--- src/rtl/apb_master_bridge_if.sv ---
// Bundles the core load/store request port and the APB bus of the bridge.
// The master modport is the bridge's view; the slave modport is the core/peripheral side.
interface apb_master_bridge_if #(
  parameter int NUM_SLV = 4
);
  logic                   transfer;
  logic                   write;
  logic [31:0]            addr;
  logic [31:0]            wdata;
  logic [31:0]            rdata;
  logic                   ready;
  logic                   err;
  logic [31:0]            PADDR;
  logic                   PWRITE;
  logic                   PENABLE;
  logic [31:0]            PWDATA;
  logic [NUM_SLV-1:0]     PSEL;
  logic [NUM_SLV*32-1:0]  PRDATA;
  logic [NUM_SLV-1:0]     PREADY;

  modport master (
    input  transfer, write, addr, wdata, PRDATA, PREADY,
    output rdata, ready, err, PADDR, PWRITE, PENABLE, PWDATA, PSEL
  );

  modport slave (
    output transfer, write, addr, wdata, PRDATA, PREADY,
    input  rdata, ready, err, PADDR, PWRITE, PENABLE, PWDATA, PSEL
  );
endinterface

--- src/rtl/apb_master_bridge.sv ---
// APB initiator: decodes the core request to one PSEL, runs SETUP/ACCESS, returns rdata with a one-cycle ready.
// Latency >= 3 cycles (2 for unmapped); waits on the selected PREADY, aborting with err after TIMEOUT ACCESS cycles.
module apb_master_bridge #(
  parameter int          NUM_SLV     = 4,
  parameter logic [31:0] BASE_ADDR   = 32'h1000_0000,
  parameter int          REGION_BITS = 12,
  parameter int          TIMEOUT     = 16
) (
  input  logic                 PCLK,
  input  logic                 PRESET,
  apb_master_bridge_if.master  bus
);

  localparam int TW = $clog2(TIMEOUT);

  typedef enum logic [1:0] {IDLE, SETUP, ACCESS, ERR} state_t;

  state_t               state_q, state_d;
  logic [TW-1:0]        timer_q, timer_d;
  logic [31:0]          paddr_q, paddr_d;
  logic                 pwrite_q, pwrite_d;
  logic                 penable_q, penable_d;
  logic [31:0]          pwdata_q, pwdata_d;
  logic [NUM_SLV-1:0]   psel_q, psel_d;
  logic [31:0]          rdata_q, rdata_d;
  logic                 ready_q, ready_d;
  logic                 err_q, err_d;

  logic [32:0]          offset;
  logic [31:0]          region;
  logic                 mapped;
  logic                 sel_ready;
  logic [31:0]          sel_rdata;

  // 33-bit subtraction so addresses below the window show up as a borrow.
  assign offset    = {1'b0, bus.addr} - {1'b0, BASE_ADDR};
  assign region    = offset[31:0] >> REGION_BITS;
  assign mapped    = !offset[32] && (region < 32'(NUM_SLV));
  assign sel_ready = |(bus.PREADY & psel_q);

  // PSEL stays one-hot through ACCESS, so it doubles as the read-lane select.
  always_comb begin
    sel_rdata = '0;
    for (int i = 0; i < NUM_SLV; i++) begin
      if (psel_q[i]) begin
        sel_rdata = sel_rdata | bus.PRDATA[32*i +: 32];
      end
    end
  end

  always_comb begin
    state_d   = state_q;
    timer_d   = timer_q;
    paddr_d   = paddr_q;
    pwrite_d  = pwrite_q;
    penable_d = penable_q;
    pwdata_d  = pwdata_q;
    psel_d    = psel_q;
    rdata_d   = rdata_q;
    ready_d   = 1'b0;
    err_d     = 1'b0;

    case (state_q)
      IDLE: begin
        if (bus.transfer) begin
          if (mapped) begin
            paddr_d   = bus.addr;
            pwrite_d  = bus.write;
            if (bus.write) begin
              pwdata_d = bus.wdata;
            end
            psel_d    = NUM_SLV'(1) << region[TW-1:0] & {NUM_SLV{1'b1}};
            penable_d = 1'b0;
            state_d   = SETUP;
          end else begin
            state_d = ERR;
          end
        end
      end
      SETUP: begin
        penable_d = 1'b1;
        timer_d   = '0;
        state_d   = ACCESS;
      end
      ACCESS: begin
        if (sel_ready) begin
          psel_d    = '0;
          penable_d = 1'b0;
          ready_d   = 1'b1;
          err_d     = 1'b0;
          rdata_d   = pwrite_q ? 32'h0 : sel_rdata;
          state_d   = IDLE;
        end else if (timer_q == TW'(TIMEOUT - 1)) begin
          psel_d    = '0;
          penable_d = 1'b0;
          ready_d   = 1'b1;
          err_d     = 1'b1;
          rdata_d   = 32'h0;
          state_d   = IDLE;
        end else begin
          timer_d = timer_q + TW'(1);
        end
      end
      ERR: begin
        ready_d = 1'b1;
        err_d   = 1'b1;
        rdata_d = 32'h0;
        state_d = IDLE;
      end
      default: state_d = IDLE;
    endcase
  end

  always_ff @(posedge PCLK) begin
    if (PRESET) begin
      state_q   <= IDLE;
      timer_q   <= '0;
      paddr_q   <= '0;
      pwrite_q  <= 1'b0;
      penable_q <= 1'b0;
      pwdata_q  <= '0;
      psel_q    <= '0;
      rdata_q   <= '0;
      ready_q   <= 1'b0;
      err_q     <= 1'b0;
    end else begin
      state_q   <= state_d;
      timer_q   <= timer_d;
      paddr_q   <= paddr_d;
      pwrite_q  <= pwrite_d;
      penable_q <= penable_d;
      pwdata_q  <= pwdata_d;
      psel_q    <= psel_d;
      rdata_q   <= rdata_d;
      ready_q   <= ready_d;
      err_q     <= err_d;
    end
  end

  assign bus.PADDR   = paddr_q;
  assign bus.PWRITE  = pwrite_q;
  assign bus.PENABLE = penable_q;
  assign bus.PWDATA  = pwdata_q;
  assign bus.PSEL    = psel_q;
  assign bus.rdata   = rdata_q;
  assign bus.ready   = ready_q;
  assign bus.err     = err_q;

endmodule

--- src/flat_wrapper.sv ---
// flat-port wrapper written by rule: the top's interface ports become plain ports
module apb_master_bridge_flat 
#(
  parameter int          NUM_SLV     = 4,
  parameter logic [31:0] BASE_ADDR   = 32'h1000_0000,
  parameter int          REGION_BITS = 12,
  parameter int          TIMEOUT     = 16
)
  (PCLK, PRESET, bus_transfer, bus_write, bus_addr, bus_wdata, bus_PRDATA, bus_PREADY, bus_rdata, bus_ready, bus_err, bus_PADDR, bus_PWRITE, bus_PENABLE, bus_PWDATA, bus_PSEL);
  apb_master_bridge_if #(.NUM_SLV(NUM_SLV)) bus_i ();
  input  logic PCLK;
  input  logic PRESET;
  input wire logic [$bits(bus_i.transfer)-1:0] bus_transfer;
  input wire logic [$bits(bus_i.write)-1:0] bus_write;
  input wire logic [$bits(bus_i.addr)-1:0] bus_addr;
  input wire logic [$bits(bus_i.wdata)-1:0] bus_wdata;
  input wire logic [$bits(bus_i.PRDATA)-1:0] bus_PRDATA;
  input wire logic [$bits(bus_i.PREADY)-1:0] bus_PREADY;
  output wire logic [$bits(bus_i.rdata)-1:0] bus_rdata;
  output wire logic [$bits(bus_i.ready)-1:0] bus_ready;
  output wire logic [$bits(bus_i.err)-1:0] bus_err;
  output wire logic [$bits(bus_i.PADDR)-1:0] bus_PADDR;
  output wire logic [$bits(bus_i.PWRITE)-1:0] bus_PWRITE;
  output wire logic [$bits(bus_i.PENABLE)-1:0] bus_PENABLE;
  output wire logic [$bits(bus_i.PWDATA)-1:0] bus_PWDATA;
  output wire logic [$bits(bus_i.PSEL)-1:0] bus_PSEL;
  assign bus_i.transfer = bus_transfer;
  assign bus_i.write = bus_write;
  assign bus_i.addr = bus_addr;
  assign bus_i.wdata = bus_wdata;
  assign bus_i.PRDATA = bus_PRDATA;
  assign bus_i.PREADY = bus_PREADY;
  assign bus_rdata = bus_i.rdata;
  assign bus_ready = bus_i.ready;
  assign bus_err = bus_i.err;
  assign bus_PADDR = bus_i.PADDR;
  assign bus_PWRITE = bus_i.PWRITE;
  assign bus_PENABLE = bus_i.PENABLE;
  assign bus_PWDATA = bus_i.PWDATA;
  assign bus_PSEL = bus_i.PSEL;
  apb_master_bridge #(.NUM_SLV(NUM_SLV), .BASE_ADDR(BASE_ADDR), .REGION_BITS(REGION_BITS), .TIMEOUT(TIMEOUT)) u_core (.PCLK(PCLK), .PRESET(PRESET), .bus(bus_i));
endmodule
--- config.mk ---
export PLATFORM = sky130hd
export DESIGN_NAME = apb_master_bridge_flat
export DESIGN_NICKNAME = d
export VERILOG_FILES = /design/src/rtl/apb_master_bridge_if.sv /design/src/rtl/apb_master_bridge.sv /design/src/flat_wrapper.sv
export SDC_FILE = /design/constraint.sdc
export NUM_CORES = 1
export LEC_CHECK = 0
export CAP_MARGIN = 20
export CORE_AREA = 2 2 117 119
export DETAILED_ROUTE_END_ITERATION = 6
export DIE_AREA = 0 0 119 121
export GPL_ROUTABILITY_DRIVEN = 0
export PLACE_DENSITY = 0.8
export REMOVE_ABC_BUFFERS = 1
export SLEW_MARGIN = 10
export SYNTH_ARGS = -nofsm -noshare
export SYNTH_HDL_FRONTEND = slang
export SYNTH_SLANG_ARGS = --single-unit
--- constraint.sdc ---
create_clock -name PCLK -period 3.6 [get_ports PCLK]
set_input_delay 0.72 -clock PCLK [delete_from_list [all_inputs] [get_ports PCLK]]
set_output_delay 0.72 -clock PCLK [all_outputs]
set_load 0.01 [all_outputs]
After elaboration in Yosys (flattened, before gate mapping). Index checks and enable logic that the tools add are counted.

Bits in registers: 110. Bits in latches: 0. Memory bits (writable): 0. Bits in read-only memories: 0. Input port bits: 200. Logic and storage cells: 73. Memories kept: 0.

Add/sub/neg operators: 2. Multiply operators: 0. Div/mod/pow operators: 0. $lt $le $gt $ge: 1. Equal/unequal tests: 9. Shifts and indexed selects: 1. Mux-type cells: 31. Bitwise gates (word level): 4. Reduce and logical (&&, ||, !) cells: 15.

Operators with widths (count): $mux W32 (7); $or A32 B32 Y32 (3); $pmux W32 S2 (1); $sub A32 B29 Y33 const B (1); $mux W4 (6); $lt A20 B3 Y1 const B (1); $pmux W4 S2 (2); $reduce_and A4 Y1 (3); $mux W2 (4); $pmux W2 S4 (1); $mux W1 (7); $ne A2 B2 Y1 const B (3); $reduce_and A3 Y1 (2); $reduce_bool A2 Y1 (3); $add A4 B1 Y4 const B (1); $and A4 B4 Y4 (1); $eq A2 B2 Y1 const B (2); $eq A4 B4 Y1 const B (1); $pmux W1 S2 (2); $reduce_and A2 Y1 (2); $reduce_or A4 Y1 (1); $shl A1 B4 Y4 const A (1); $ne A3 B1 Y1 const B (1); $pmux W1 S3 (1); other kinds (6) (6).

Logic depth before layout (Yosys ltp).
Depth after elaboration: 10. Gate-level depth with buffers: 9. Depth with buffers taken out: 7.

Worst setup path after synthesis. OpenSTA, ideal clock, no wires.

Kind: in2reg. Start point: in bus_addr[24]. End point: reg u_core.paddr_q[10], in the netlist u_core.bus.PADDR[10]. Setup time: 0.128 ns. Data arrival time: 2.150 ns. Required time: 3.472 ns. Path slack: 1.322 ns. Stages: 6. Path through: nor4_4 -> nand3_1 -> nor4_4 -> buf_6 -> mux2i_1 -> nor2_1.

Word-level cells in the longest chain between the ends: 4.

RTL lines: from (decl) (RTL line flat_wrapper.sv:15) `input wire logic [$bits(bus_i.addr)-1:0] bus_addr;`; $sub A32 B29 Y33 (*) (RTL line apb_master_bridge.sv:36) `assign offset = {1'b0, bus.addr} - {1'b0, BASE_ADDR};`; $lt A20 B3 Y1 or $logic_not A1 Y1 (tied branches) (RTL line apb_master_bridge.sv:38) `assign mapped = !offset[32] && (region < 32'(NUM_SLV));`; $logic_and A1 B1 Y1 (*) (RTL line apb_master_bridge.sv:38); $reduce_and A3 Y1 (no source line) (*); to (signal assigned) (RTL line apb_master_bridge.sv:129) `paddr_q <= paddr_d;`; to (decl) (RTL line apb_master_bridge.sv:20) `logic [31:0] paddr_q, paddr_d;`.

Mark *: on every way between the ends. The rest lies on a longest branch, timed or not. A chain may end at the register's enable or synchronous reset.

Worst setup path in the final report.
Start point: in bus_addr[27]. End point: reg u_core.pwdata_q[18], in the netlist u_core.bus.PWDATA[18].

Word-level cells in the longest chain between the ends: 4.

RTL lines: $sub A32 B29 Y33 (*) (RTL line apb_master_bridge.sv:36); $lt A20 B3 Y1 or $logic_not A1 Y1 (tied branches) (RTL line apb_master_bridge.sv:38); $logic_and A1 B1 Y1 (*) (RTL line apb_master_bridge.sv:38); $reduce_and A4 Y1 (no source line) (*); to (signal assigned) (RTL line apb_master_bridge.sv:132) `pwdata_q <= pwdata_d;`; to (decl) (RTL line apb_master_bridge.sv:23) `logic [31:0] pwdata_q, pwdata_d;`.

Marks and branches as above.

==> results_dict.tcl <==
set metrics [dict create \
    rows 42 \
    vias 5059 \
    critPathKind "in2reg" \
    finalCritPeriodShare_pct 71.6 \
    antenna_left 0 \
    die_y_um 121 \
    cp.arrival_ns 2.80 \
    route.detailed.drc 0 \
    fin_nets 1022 \
    die_x_um 119 \
    power_density_mw_per_mm2 342 \
    netlist_instances 533 \
    synth_area_per_cell_um2 8.86 \
    netlist_area_mm2 0.00472 \
    fin_cells 998 \
    stdcell_area_mm2 0.00819 \
    hold_buffers 0 \
    overflow 0 \
    antenna_found_initial 0 \
    clkTransAtPathRegs_ns 0.07 \
    grt_pass1_vias 4992 \
    post_drt_wl_per_cell_um 16.7 \
    setup_viol_count_final 0 \
    max_freq_mhz 388 \
    vias_per_cell 5.07 \
    rsz0062_at_grt "false" \
    crit_path_start_kind "input pin" \
    placed_area_mm2 0.00789 \
    ys_types 34 \
    diodes 0 \
    cp.required_ns 3.82 \
    coreArea_mm2 0.0131 \
    maxCapViolCount 0 \
    area_growth_pct 73.3 \
    layout_setup_ws_ns 1.02 \
    cts_buffer_depth 2 \
    hold_path_class "reg2reg" \
    routed_wl_mm 16.7 \
    drive_above_1_share_pct 4.26 \
    io_pins 304 \
    min_period_ns 2.58 \
    tns_ns 0 \
    dpl.hpwl_mm 12.9 \
    synth_ff_type "dfxtp_1" \
    relSlewSlack_pct 41.7 \
    slowest_stage "buf_4" \
    start_util_pct 36.1 \
    ys_warn_count 0 \
    finalMaxSlewViolations 0 \
    numCtsBuffers 9 \
    critPathMaxFanout 32 \
    cts.sinks 110 \
    status "completed" \
    design.die.area_mm2 0.0144 \
    vdd.ir_drop.worst_uv 269 \
    cts_resized 0 \
    htree_levels 3 \
    synth_edf_count 0 \
    grt_max_degree 48 \
    worstPathCellList "clkdlybuf4s50_1 > nor4_1 > nand3_1 > nor3_4 > buf_4 > mux2i_1 > nor2_1" \
    hold_viol 0 \
    synth-async-reset-ratio_pct 0 \
    drt_iter0_drc 353 \
    cp-end-kind "register" \
    ys_ff_latch 110 \
    dpl.cell_count 982 \
    grtUsageTotal_pct 22.5 \
    first_pass_iters 6 \
    cts_tree "yes" \
    final_util_pct 62.6 \
    leakage_nw 2.95 \
    worst_path_largest_cell_delay_ns 0.49 \
    synth-seq-area-share_pct 46.6 \
    dp_slack_ns 0.640 \
    clk_latency_ns 0.35 \
    grt_pass1_wl_mm 25.7 \
    post_cts_buffers 0 \
    port_buffers 303 \
    worst_slew_pin_slew_ns 0.866 \
    cts.root.buffer_cell "clkbuf_16" \
    skew_ns 0.00713 \
]
## state kept, by name (all words and copies together) (netlist names)
name                count
u_core.bus.PADDR       32
u_core.bus.PWDATA      32
u_core.bus.rdata       32
u_core.bus.PSEL         4
u_core.timer_q          4
u_core.state_q          2
u_core.bus.PENABLE      1
u_core.bus.PWRITE       1
u_core.bus.err          1
u_core.bus.ready        1
## critical path, delay by kind of cell
| family | cells | cell delay [ns] |
|---|---|---|
| buf+inv | 2 | 0.90 |
| simple gates | 4 | 0.89 |
| mux | 1 | 0.27 |
## final timing paths
kind,startpoint,slack [ns],depth (start not counted),end
setup / recovery,bus_addr[27],1.02,7,u_core.bus.PWDATA[18]
setup reg to reg,u_core.state_q[0],1.24,8,u_core.bus.rdata[17]
hold / removal,u_core.bus.rdata[13],0.45,2,u_core.bus.rdata[13]
hold reg to reg,u_core.bus.rdata[13],0.45,2,u_core.bus.rdata[13]
## routing by layer
layer | up-vias | global-route usage, % | wire length, um
met3 | 32 | 6.72 | 1220
met1 | 2365 | 24.7 | 6300
li1 | 2446 | - | -
met2 | 216 | 41.1 | 8700
met4 | 0 | 8.04 | 467
met5 | - | 0 | 0
## per-stage QoR
step	power, mW	hold slack [ns]
final	2.80	0.454
after global routing	2.93	0.476
after detailed placement	1.83	0.444
after global placement	1.81	0.442
after CTS	2.83	0.455
after floorplan	1.49	0.446
## kinds of logic (layout without fill, tap and decap cells)
group                    Yosys count  after routing  synth area share [%]
AND/OR/NAND/NOR                  202            202                  20.2
AO/OA/AOI/OAI                    117            117                  16.8
flip-flops                       110            110                  46.6
buffers and inverters             49            338                  4.53
multiplexers                      48             48                  10.2
adder cells (fa/ha/maj)            5              5                  1.32
XOR/XNOR                           2              2                 0.371
## area by class of cell
type	instances	area, um2
fillers	1068	4900
repair buffers	314	3110
multi-input cells	374	2320
flip-flops and latches	110	2200
clock buffers	10	229
well taps	176	220
clock inverters	6	67.6
inverters	8	30.0
## synthesized netlist by cell type, types with 3 or more instances
| cell type | count | area (um2) |
|---|---|---|
| a21oi_1 | 39 | 195 |
| clkbuf_1 | 32 | 120 |
| a32o_1 | 4 | 40.0 |
| nand2_1 | 73 | 274 |
| mux2i_1 | 48 | 480 |
| ha_1 | 5 | 62.6 |
| buf_4 | 6 | 45.0 |
| dfxtp_1 | 110 | 2200 |
| a22oi_1 | 64 | 480 |
| inv_1 | 8 | 30.0 |
| nor2_1 | 53 | 199 |
| and2_1 | 20 | 125 |
| nand3_1 | 38 | 190 |
| and3_1 | 3 | 18.8 |
| nor4_1 | 4 | 25.0 |
## placed cells by master, fill, tap and decap left out, types with 3 or more instances in the layout
cell and count:
clkdlybuf4s50_1 302, dfxtp_1 110, nand2_1 73, a22oi_1 64
nor2_1 53, mux2i_1 48, nand3_1 38, a21oi_1 38
and2_1 20, buf_4 12, clkbuf_16 9, inv_1 8
ha_1 5, nor4_1 4, a32o_1 4, and3_1 3
## report_power, final
part           internal [mW]  total (mW)  switching (mW)
clock network          0.544       0.992           0.448
registers               1.23        1.25          0.0142
logic                  0.277       0.564           0.286
Power figures use the tool's default switching activity.
